<file path="src/rtl/ysyx_22040750_bypass_scoreboard.sv">
// Operand-bypass and load-use hazard unit placed between ID and ID_EX.
// It tracks the destination tags of in-flight instructions in a shift register.
// Each ID source port takes its operand from the youngest ready producer.
// The unit stalls when the youngest producer is a load whose data is not yet valid.
module ysyx_22040750_bypass_scoreboard #(
  parameter int XLEN             = 64,
  parameter int AW               = 5,
  parameter int NRD              = 2,
  parameter int STAGES           = 3,
  parameter int LOAD_READY_STAGE = 1
) (
  input  logic                   I_clk,
  input  logic                   I_rst,
  input  logic                   I_pipe_adv,
  input  logic                   I_flush,
  input  logic                   I_issue_valid,
  input  logic [AW-1:0]          I_issue_rd,
  input  logic                   I_issue_wen,
  input  logic                   I_issue_load,
  input  logic [NRD*AW-1:0]      I_rs_addr,
  input  logic [NRD-1:0]         I_rs_used,
  input  logic [NRD*XLEN-1:0]    I_rf_data,
  input  logic [STAGES*XLEN-1:0] I_stage_data,
  output logic [NRD*XLEN-1:0]    O_rs_data,
  output logic                   O_stall,
  output logic [31:0]            O_stall_cnt
);

  logic [STAGES-1:0] ent_valid;
  logic [STAGES-1:0] ent_wen;
  logic [STAGES-1:0] ent_load;
  logic [AW-1:0]     ent_rd [STAGES];
  logic [31:0]       stall_cnt;
  logic [NRD-1:0]    port_hazard;
  logic              stall;

  // Per-port youngest-producer search, operand mux and hazard detection.
  always_comb begin
    logic        hit;
    logic        ready;
    int unsigned hit_s;
    O_rs_data   = '0;
    port_hazard = '0;
    for (int unsigned p = 0; p < NRD; p++) begin
      hit   = 1'b0;
      ready = 1'b0;
      hit_s = 0;
      // The first hit in ascending stage order is the youngest producer.
      for (int unsigned s = 0; s < STAGES; s++) begin
        if (!hit && ent_valid[s] && ent_wen[s] && (ent_rd[s] != '0) &&
            (ent_rd[s] == I_rs_addr[p*AW +: AW])) begin
          hit   = 1'b1;
          hit_s = s;
        end
      end
      if (hit) begin
        ready = !ent_load[hit_s] || (hit_s >= LOAD_READY_STAGE);
      end
      if (hit && ready) begin
        O_rs_data[p*XLEN +: XLEN] = I_stage_data[hit_s*XLEN +: XLEN];
      end else begin
        O_rs_data[p*XLEN +: XLEN] = I_rf_data[p*XLEN +: XLEN];
      end
      port_hazard[p] = I_issue_valid && I_rs_used[p] && hit && !ready;
    end
  end

  // A flush squashes the ID instruction, so it can never be the one stalling.
  always_comb begin
    stall = (|port_hazard) && !I_flush;
  end

  // Tracker shift register and stall-cycle counter.
  always_ff @(posedge I_clk) begin
    if (I_rst) begin
      ent_valid <= '0;
      ent_wen   <= '0;
      ent_load  <= '0;
      for (int unsigned s = 0; s < STAGES; s++) begin
        ent_rd[s] <= '0;
      end
      stall_cnt <= '0;
    end else if (I_pipe_adv) begin
      for (int unsigned s = 1; s < STAGES; s++) begin
        ent_valid[s] <= ent_valid[s-1];
        ent_wen[s]   <= ent_wen[s-1];
        ent_load[s]  <= ent_load[s-1];
        ent_rd[s]    <= ent_rd[s-1];
      end
      ent_valid[0] <= I_issue_valid && !I_flush && !stall;
      ent_wen[0]   <= I_issue_wen;
      ent_load[0]  <= I_issue_load;
      ent_rd[0]    <= I_issue_rd;
      if (stall) begin
        stall_cnt <= stall_cnt + 32'd1;
      end
    end
  end

  assign O_stall     = stall;
  assign O_stall_cnt = stall_cnt;

endmodule
</file>
<file path="config.mk">
export PLATFORM = sky130hd
export DESIGN_NAME = ysyx_22040750_bypass_scoreboard
export DESIGN_NICKNAME = d
export VERILOG_FILES = /design/src/rtl/ysyx_22040750_bypass_scoreboard.sv
export SDC_FILE = /design/constraint.sdc
export NUM_CORES = 1
export LEC_CHECK = 0
export BUFFER_PORTS_ARGS = -buffer_cell sky130_fd_sc_hd__buf_2
export CORE_AREA = 10 10 228 143
export CTS_CLUSTER_DIAMETER = 60
export CTS_CLUSTER_SIZE = 25
export DETAILED_ROUTE_END_ITERATION = 7
export DIE_AREA = 0 0 238 153
export PLACE_DENSITY = 0.57
export SYNTH_ARGS = -nofsm -noshare
export SYNTH_HDL_FRONTEND = slang
export SYNTH_SLANG_ARGS = --single-unit
export TNS_END_PERCENT = 5
</file>
<file path="constraint.sdc">
create_clock -name I_clk -period 3 [get_ports I_clk]
set_input_delay 0.6 -clock I_clk [delete_from_list [all_inputs] [get_ports I_clk]]
set_output_delay 0.6 -clock I_clk [all_outputs]
set_load 0.02 [all_outputs]
</file>
=== After elaboration in Yosys (flattened, before gate mapping) ===
Memory sizes are Yosys's and may differ from the RTL's.
Index checks and enable logic that the tools add are counted.

* Register bits after elaboration: 41
* Memory bits (writable): 15
* Input port bits: 344
* Logic and storage cells: 95
* Memories kept: 1

* $add $sub $neg: 1
* $lt $le $gt $ge: 4
* Equality and inequality tests: 6
* Shift operators: 2
* Muxes and demuxes: 26
* Bitwise gates (word level): 3
* Reductions and logical operators: 48

{| class="wikitable"
|+ Memories
! memory !! depth !! width !! read ports !! clocked after Yosys merged registers in !! wr ports !! line !! text
|-
| ent_rd || 3 || 5 || 3 || 0 || 3 || 32 || <nowiki>logic [AW-1:0] ent_rd [STAGES];</nowiki>
|}

{| class="wikitable"
|+ Operators by type and width
! cell !! number
|-
| indexed part select 192 x 33 -> 64 bit || 2
|-
| two-way mux 64 bit || 2
|-
| greater-or-equal comparator 32 x 1 -> 1 bit, second input constant || 2
|-
| less-than comparator 32 x 3 -> 1 bit, second input constant || 2
|-
| two-way mux 32 bit || 2
|-
| adder 32 x 1 -> 32 bit, second input constant || 1
|-
| logical AND 1 bit || 31
|-
| == test 5 bit || 6
|-
| two-way mux 1 bit || 17
|-
| two-way mux 5 bit || 3
|-
| nonzero test 5 bit || 3
|-
| logical NOT 1 bit || 10
|-
| binary-select mux 1 bit (select 2 bit) || 2
|-
| OR 1 bit || 3
|-
| logical OR 1 bit || 2
|-
| AND reduction 2 bit || 1
|-
| OR reduction 2 bit || 1
|}

=== Logic depth before layout (Yosys ltp) ===
Gate-level depths: netlist (run 1).

* Depth in word-level cells: 27
* Mapped depth: 8

=== Least setup slack after synthesis (run 1) ===
No wires, ideal clock.

* Path type: input port to output port
* Start: in I_rs_addr[8]
* End: out O_rs_data[100]
* Arrival time: 2406 ps
* Path slack: -6 ps
* Stages on the path: 7
* Cells stage by stage: xor2_1 -> or4_4 -> or2_1 -> buf_4 -> a31oi_4 -> buf_6 -> a2bb2oi_2

* Word-level cells in the longest chain between the ends: 22
* Elaborated cells between the ends (all ways): 28
* Those cells by class: order compare: 1; eq/ne: 3; shift: 1; mux: 9; reduce/logical: 14

{| class="wikitable"
|+ RTL lines
! element !! line !! text
|-
| from (decl) || 20 || <nowiki>input logic [NRD*AW-1:0] I_rs_addr,</nowiki>
|-
| parallel branches: the longest is 21 deep, another holds == test 5 bit || n/a ||
|-
| two-way mux 64 bit * || 59 || <nowiki>if (hit && ready) begin</nowiki>
|-
| to (decl) || 24 || <nowiki>output logic [NRD*XLEN-1:0] O_rs_data,</nowiki>
|}

Every way passes the cells marked *. The select of a mux whose other input is x is not followed.

==> results.py, run 1 <==
metrics = {
    "status": {
        "status": "complete, but fails checks",
        "violations": "setup timing",
    },
    "yosys": {
        "syn_area_per_cell_um2": 7.92,
        "synth_cell_types": 57,
        "synth_edf_count": 15,
        "synth_seq_cells": 54,
        "async_reset_ff_share_pct": 0,
        "synthMostInstantiatedCell": "nor2_1",
        "syn-cell-area_mm2": 0.00843,
        "yosysSeqAreaShare_pct": 14.6,
        "synth_top_cell_by_area": "a2bb2oi_2",
        "synth_top_area_share_pct": 10.5,
        "synthTopCellsByArea": "a2bb2oi_2 (11%), dfxtp_1 (9.3%), a221oi_2 (7.1%)",
        "ys_warn_count": 0,
        "synthCells": 1064,
        "yosys_most_used_dff": "dfxtp_1",
        "yosys-top-cells-count": "nor2_1 (121), clkbuf_1 (96), inv_1 (71), or4_1 (66), or2_2 (64)",
        "syn-num-nets": 1409,
    },
    "detailed_routing": {
        "wl_per_cell_um": 26.3,
        "vias_per_cell": 5.80,
        "drt-total-wl_um": 52400,
        "dr_total_vias": 11572,
        "drt_pre_antenna_iters": 5,
        "drtIter0Drc": 1026,
        "drcViolationCount": 0,
        "drtAntennaViolNets": 0,
    },
    "timing": {
        "holdWs_ns": 0.527,
        "timing.final.hold_violations": 0,
        "min_period_ns": 3.45,
        "max-slew-margin-rel_pct": 65.2,
        "maxSlewViolCount": 0,
        "fmax_ghz": 0.290,
        "rsz0062_at_grt": "true",
        "worst_pin_slew_ns": 0.516,
        "setup_viol": 128,
        "skew_ns": 0.0104,
        "setup_ws_ns": -0.454,
        "min_period_over_period_pct": 115,
        "finalSetupTns_ns": -45.57,
    },
    "placed_design": {
        "preCtsSetupSlack_ns": -0.352,
        "place_inst": 1950,
        "portBuffers": 504,
        "dpl_cell_area_mm2": 0.0122,
        "gp_congestion": 0.941,
        "hpwl_um": 41000,
    },
    "clock_network": {
        "cts_htree_levels": 2,
        "tritoncts": "yes",
        "cts.sinks": 54,
        "clockBufferDepth": 2,
        "cts_root_buf": "clkbuf_16",
        "cts_made_buffers": 5,
        "clk_pin_slew_worst_paths_ns": 0.08,
        "insertion_delay_ns": 0.31,
    },
    "floorplan": {
        "rows": 48,
        "start_util_pct": 29.7,
        "fp.dieH_um": 153,
        "die-area_mm2": 0.0364,
        "die_x_um": 238,
        "io_pins": 505,
        "core_mm2": 0.0284,
    },
    "worst_setup_path": {
        "worstReg2RegEnd": "O_stall_cnt[31]$_SDFFE_PP0P_",
        "critPathMaxFanout": 9,
        "path_cells": "buf_4 > or4_4 > o21bai_4 > buf_6 > buf_4 > or4_1 > o41ai_1 > a221oi_2 > buf_4",
        "timing.critical_path.mode_cell": "buf_4",
        "r2r_cells": 7,
        "cp-start-kind": "flop",
        "crit_start": "ent_rd[0][9]$_SDFFCE_PN0P_",
        "reg2reg_slack_ns": 0.21,
        "critical_path_required_ns": 2.40,
        "endpoint_kind": "primary output",
        "timing.rr.start": "ent_rd[0][4]$_SDFFCE_PN0P_",
        "slowest_stage": "or4_4",
        "slowest_delay_ns": 0.45,
        "path_class": "reg -> out",
        "cp.arrival_ns": 2.85,
        "crit_path_end": "O_rs_data[22]",
    },
    "finish": {
        "area_growth_pct": 63.5,
        "drive_gt1_share_pct": 59.1,
        "fin_util_pct": 48.5,
        "instances_no_fill": 1994,
        "fin_area_mm2": 0.0138,
        "fin_nets": 1953,
    },
    "pwr": {
        "cellPowerDensity_mw_per_mm2": 187,
        "p_sw_mw": 0.973,
        "internal_power_mw": 1.61,
        "p_clk_share_pct": 24.0,
        "combPwrFrac_pct": 45.7,
        "switching_share_pct": 37.7,
        "report.power.total_mw": 2.58,
        "seqPwrFrac_pct": 30.4,
        "ir_drop_mv": 0.253,
        "p_leak_nw": 6.18,
    },
    "global_routing": {
        "grt_pass1_vias": 11651,
        "grt_use_total_pct": 26.6,
        "grt_max_degree": 47,
        "grt_pass1_wl_um": 75700,
        "grt_overflow": 0,
        "antenna_found_initial": 11,
    },
    "hold_path": {
        "hp-class": "reg -> reg",
        "min_from": "ent_valid[0]$_SDFFE_PP0P_",
    },
    "run": {
        "drv_cap": 0,
    },
}
repair_timing:
action	in CTS	in global routing
endpoints found under the setup margin	128	129
gates cloned	4	1
resized for setup	189	59
setup buffers	23	0
pin swaps	22	6
hold buffers	0	0
registers in the layout (all words and copies together), names as in the netlist:
signal and cells:
O_stall_cnt 32, ent_valid 3, ent_wen 3, ent_load 1, ent_rd 15
cell families after synthesis:
family	count (synthesis)	synth area share (%)
AND/OR/NAND/NOR	383	25.4
XOR/XNOR	29	3.01
flip-flops	54	14.6
adder cells (fa/ha/maj)	1	0.148
multiplexers	38	4.97
buffers and inverters	198	10.2
AO/OA/AOI/OAI	361	41.6
layout by cell type (no fill, tap or decap), types with 38 or more instances in the layout:
cell type,instances
a221oi_2,54
a2bb2oi_2,59
buf_2,416
buf_4,137
buf_6,72
dfxtp_1,38
inv_1,71
nor2_1,119
o21ai_0,62
o221ai_1,60
or2_2,64
or4_1,64
layer usage:
metal | GRT usage (%) | share of wire (%) | wire length, um | up-vias
met3 | 6.70 | 9.1 | 4790 | 109
met1 | 33.2 | 41 | 21200 | 5510
li1 | - | - | - | 5261
met4 | 8.75 | 3.2 | 1670 | 4
met5 | 0 | 0.038 | 20 | -
met2 | 43.8 | 47 | 24700 | 688
power by group through the flow:
stage,Combinational [mW],Sequential (mW),Clock [mW]
finish,1.18,0.784,0.618
global route,1.24,0.787,0.660
CTS,1.14,0.784,0.634
detailed placement,1.04,0.800,0
global placement,1.03,0.800,0
floorplan,0.458,0.801,0
critical path: cells and delay by family (launching register included):
kind | cells | cell delay, ns
flops | 1 | 0.41
simple gates | 2 | 0.57
buf+inv | 4 | 0.76
compound gates | 3 | 0.79
area by class of cell:
type / instances / area [um^2]
Clock inverter: 3 / 20.0
Antenna cell: 10 / 25.0
Fill cell: 2813 / 14600
Inverter: 71 / 267
Clock buffer: 5 / 125
Sequential cell: 54 / 1230
Multi-Input combinational cell: 812 / 6910
Timing Repair Buffer: 664 / 4730
Tap cell: 375 / 469
worst min path at each step:
stage,end,slack [ns],cells past startpoint
floorplan,ent_wen[2]$_SDFFE_PP0P_,0.48,2
global placement,ent_valid[1]$_SDFFE_PP0P_,0.51,2
detailed placement,ent_valid[0]$_SDFFE_PP0P_,0.52,2
CTS,ent_valid[0]$_SDFFE_PP0P_,0.53,2
global route,ent_load[0]$_SDFFE_PP0P_,0.55,3
finish,ent_valid[0]$_SDFFE_PP0P_,0.53,2
Note: power is estimated with default switching activity, not from simulation.
==> inputs of run 2 (changes only) <==
CTS_BUF_LIST = sky130_fd_sc_hd__clkbuf_16   (was default)
clock period = 3.9 ns   (was 3 ns; I/O delays follow)
==> results.py, run 2 (synthesized netlist as in run 1, its figures left out) <==
metrics = {
    "floorplan": {
        "die_x_um": 238,
        "die-area_mm2": 0.0364,
        "core_mm2": 0.0284,
        "rows": 48,
        "start_util_pct": 29.7,
        "io_pins": 505,
        "fp.dieH_um": 153,
    },
    "clock_network": {
        "ctsHoldBuffers": 0,
        "cts.sinks": 54,
        "insertion_delay_ns": 0.30,
        "cts_setup_buffers": 0,
        "tritoncts": "yes",
        "clk_pin_slew_worst_paths_ns": 0.08,
        "cts_resized": 1,
        "cts_htree_levels": 2,
        "cts_made_buffers": 5,
        "clockBufferDepth": 2,
        "cts_root_buf": "clkbuf_16",
    },
    "global_routing": {
        "antenna_found_initial": 19,
        "grt_pass1_wl_um": 73600,
        "grt_overflow": 0,
        "grt_max_degree": 66,
        "grt_use_total_pct": 25.9,
        "grt_pass1_vias": 11032,
    },
    "worst_setup_path": {
        "worstReg2RegEnd": "O_stall_cnt[31]$_SDFFE_PP0P_",
        "r2r_cells": 7,
        "endpoint_kind": "primary output",
        "timing.rr.start": "ent_rd[0][0]$_SDFFCE_PN0P_",
        "worstPathBufferInverterCount": 3,
        "cpLargestDelayFamily": "compound AO/OA/AOI/OAI gates",
        "slowest_stage": "or4_4",
        "cp.arrival_ns": 3.09,
        "reg2reg_slack_ns": 1.18,
        "path_cells": "or4_4 > o211a_4 > and3_4 > o31ai_4 > buf_12 > a221oi_1 > buf_4 > buf_2",
        "slowest_delay_ns": 0.57,
        "cp-start-kind": "flop",
        "critPathMaxFanout": 52,
        "critical_path_required_ns": 3.12,
        "path_class": "reg -> out",
    },
    "detailed_routing": {
        "drtAntennaViolNets": 0,
        "vias_per_cell": 5.88,
        "drt-total-wl_um": 51200,
        "drt_pre_antenna_iters": 6,
        "drcViolationCount": 0,
        "wl_per_cell_um": 27.0,
        "dr_total_vias": 11114,
        "drtIter0Drc": 1266,
    },
    "timing": {
        "setup_viol": 0,
        "timing.final.hold_violations": 0,
        "holdWs_ns": 0.542,
        "rsz0062_at_grt": "true",
        "worst_pin_slew_ns": 0.895,
        "skew_ns": 0.0134,
        "min_period_ns": 3.87,
        "min_period_over_period_pct": 99.3,
        "max-slew-margin-rel_pct": 40.2,
        "fmax_ghz": 0.258,
        "finalSetupTns_ns": 0,
        "maxSlewViolCount": 0,
    },
    "status": {
        "status": "finished, final reports clean",
    },
    "finish": {
        "layout_common_cells": "buf_2 (504), nor2_1 (121), inv_1 (72), or4_1 (66), or2_2 (65)",
        "fin_nets": 1841,
        "area_growth_pct": 38.4,
        "fin_area_mm2": 0.0117,
        "largest_reg_flops": 32,
        "instances_no_fill": 1891,
        "layout_commonest_cell": "buf_2",
        "drive_gt1_share_pct": 52.0,
    },
    "pwr": {
        "report.power.total_mw": 1.85,
        "p_leak_nw": 4.94,
        "ir_drop_mv": 0.171,
        "cellPowerDensity_mw_per_mm2": 158,
    },
    "placed_design": {
        "gp_congestion": 0.969,
        "dpl_cell_area_mm2": 0.0115,
        "hpwl_um": 40000,
        "place_inst": 1864,
        "portBuffers": 504,
    },
    "hold_path": {
        "min_from": "ent_valid[1]$_SDFFE_PP0P_",
        "hp-class": "reg -> reg",
        "min_to": "ent_valid[1]$_SDFFE_PP0P_",
        "holdPathStages": 2,
    },
    "run": {
        "drv_cap": 0,
    },
}
-- run 2: per-layer routing --
metal	vias to the layer above	part of all wire [%]	track usage, %
li1	5049	-	-
met1	5280	40	31.8
met2	681	46	41.5
met3	100	11	8.13
met4	4	3.6	9.79
met5	-	0.051	0
-- run 2: power by group --
| part | internal, mW | total, mW | switching, mW |
|---|---|---|---|
| Combinational | 0.311 | 0.768 | 0.457 |
| Clock | 0.238 | 0.467 | 0.229 |
| Sequential | 0.591 | 0.611 | 0.0204 |
-- run 2: worst min-delay path, cell delays in order (launching register included) --
cell	delay [ns]
dfxtp_1	0.33
mux2i_1	0.12
nor2_1	0.05
-- run 2: worst max-delay path by stage --
stage / from / end / slack, ns / cells past startpoint
floorplan: I_rs_addr[8] / O_rs_data[100] / 0.53 / 7
global placement: I_rs_addr[6] / O_rs_data[103] / 0.04 / 8
detailed placement: I_rs_addr[6] / O_rs_data[103] / 0.04 / 8
CTS: ent_rd[0][2]$_SDFFCE_PN0P_ / O_rs_data[27] / 0.03 / 8
global route: ent_rd[0][11]$_SDFFCE_PN0P_ / O_rs_data[27] / -0.1 / 8
finish: ent_rd[0][2]$_SDFFCE_PN0P_ / O_rs_data[27] / 0.03 / 8
-- run 2: cell type report --
class | instances | area, um^2
inverters | 71 | 267
flip-flops and latches | 54 | 1230
clock inverters | 3 | 17.5
repair buffers | 552 | 3120
multi-input cells | 812 | 6390
fillers | 2981 | 16700
well taps | 375 | 469
diodes | 19 | 47.5
clock buffers | 5 | 125
-- run 2: metrics by stage --
stage / setup WS (ns) / util [%]
global placement: 0.0373 / 40.3
CTS: 0.0261 / 40.9
global route: -0.0973 / 41.1
finish: 0.0274 / 41.1
detailed placement: 0.0443 / 40.3
floorplan: 0.534 / -
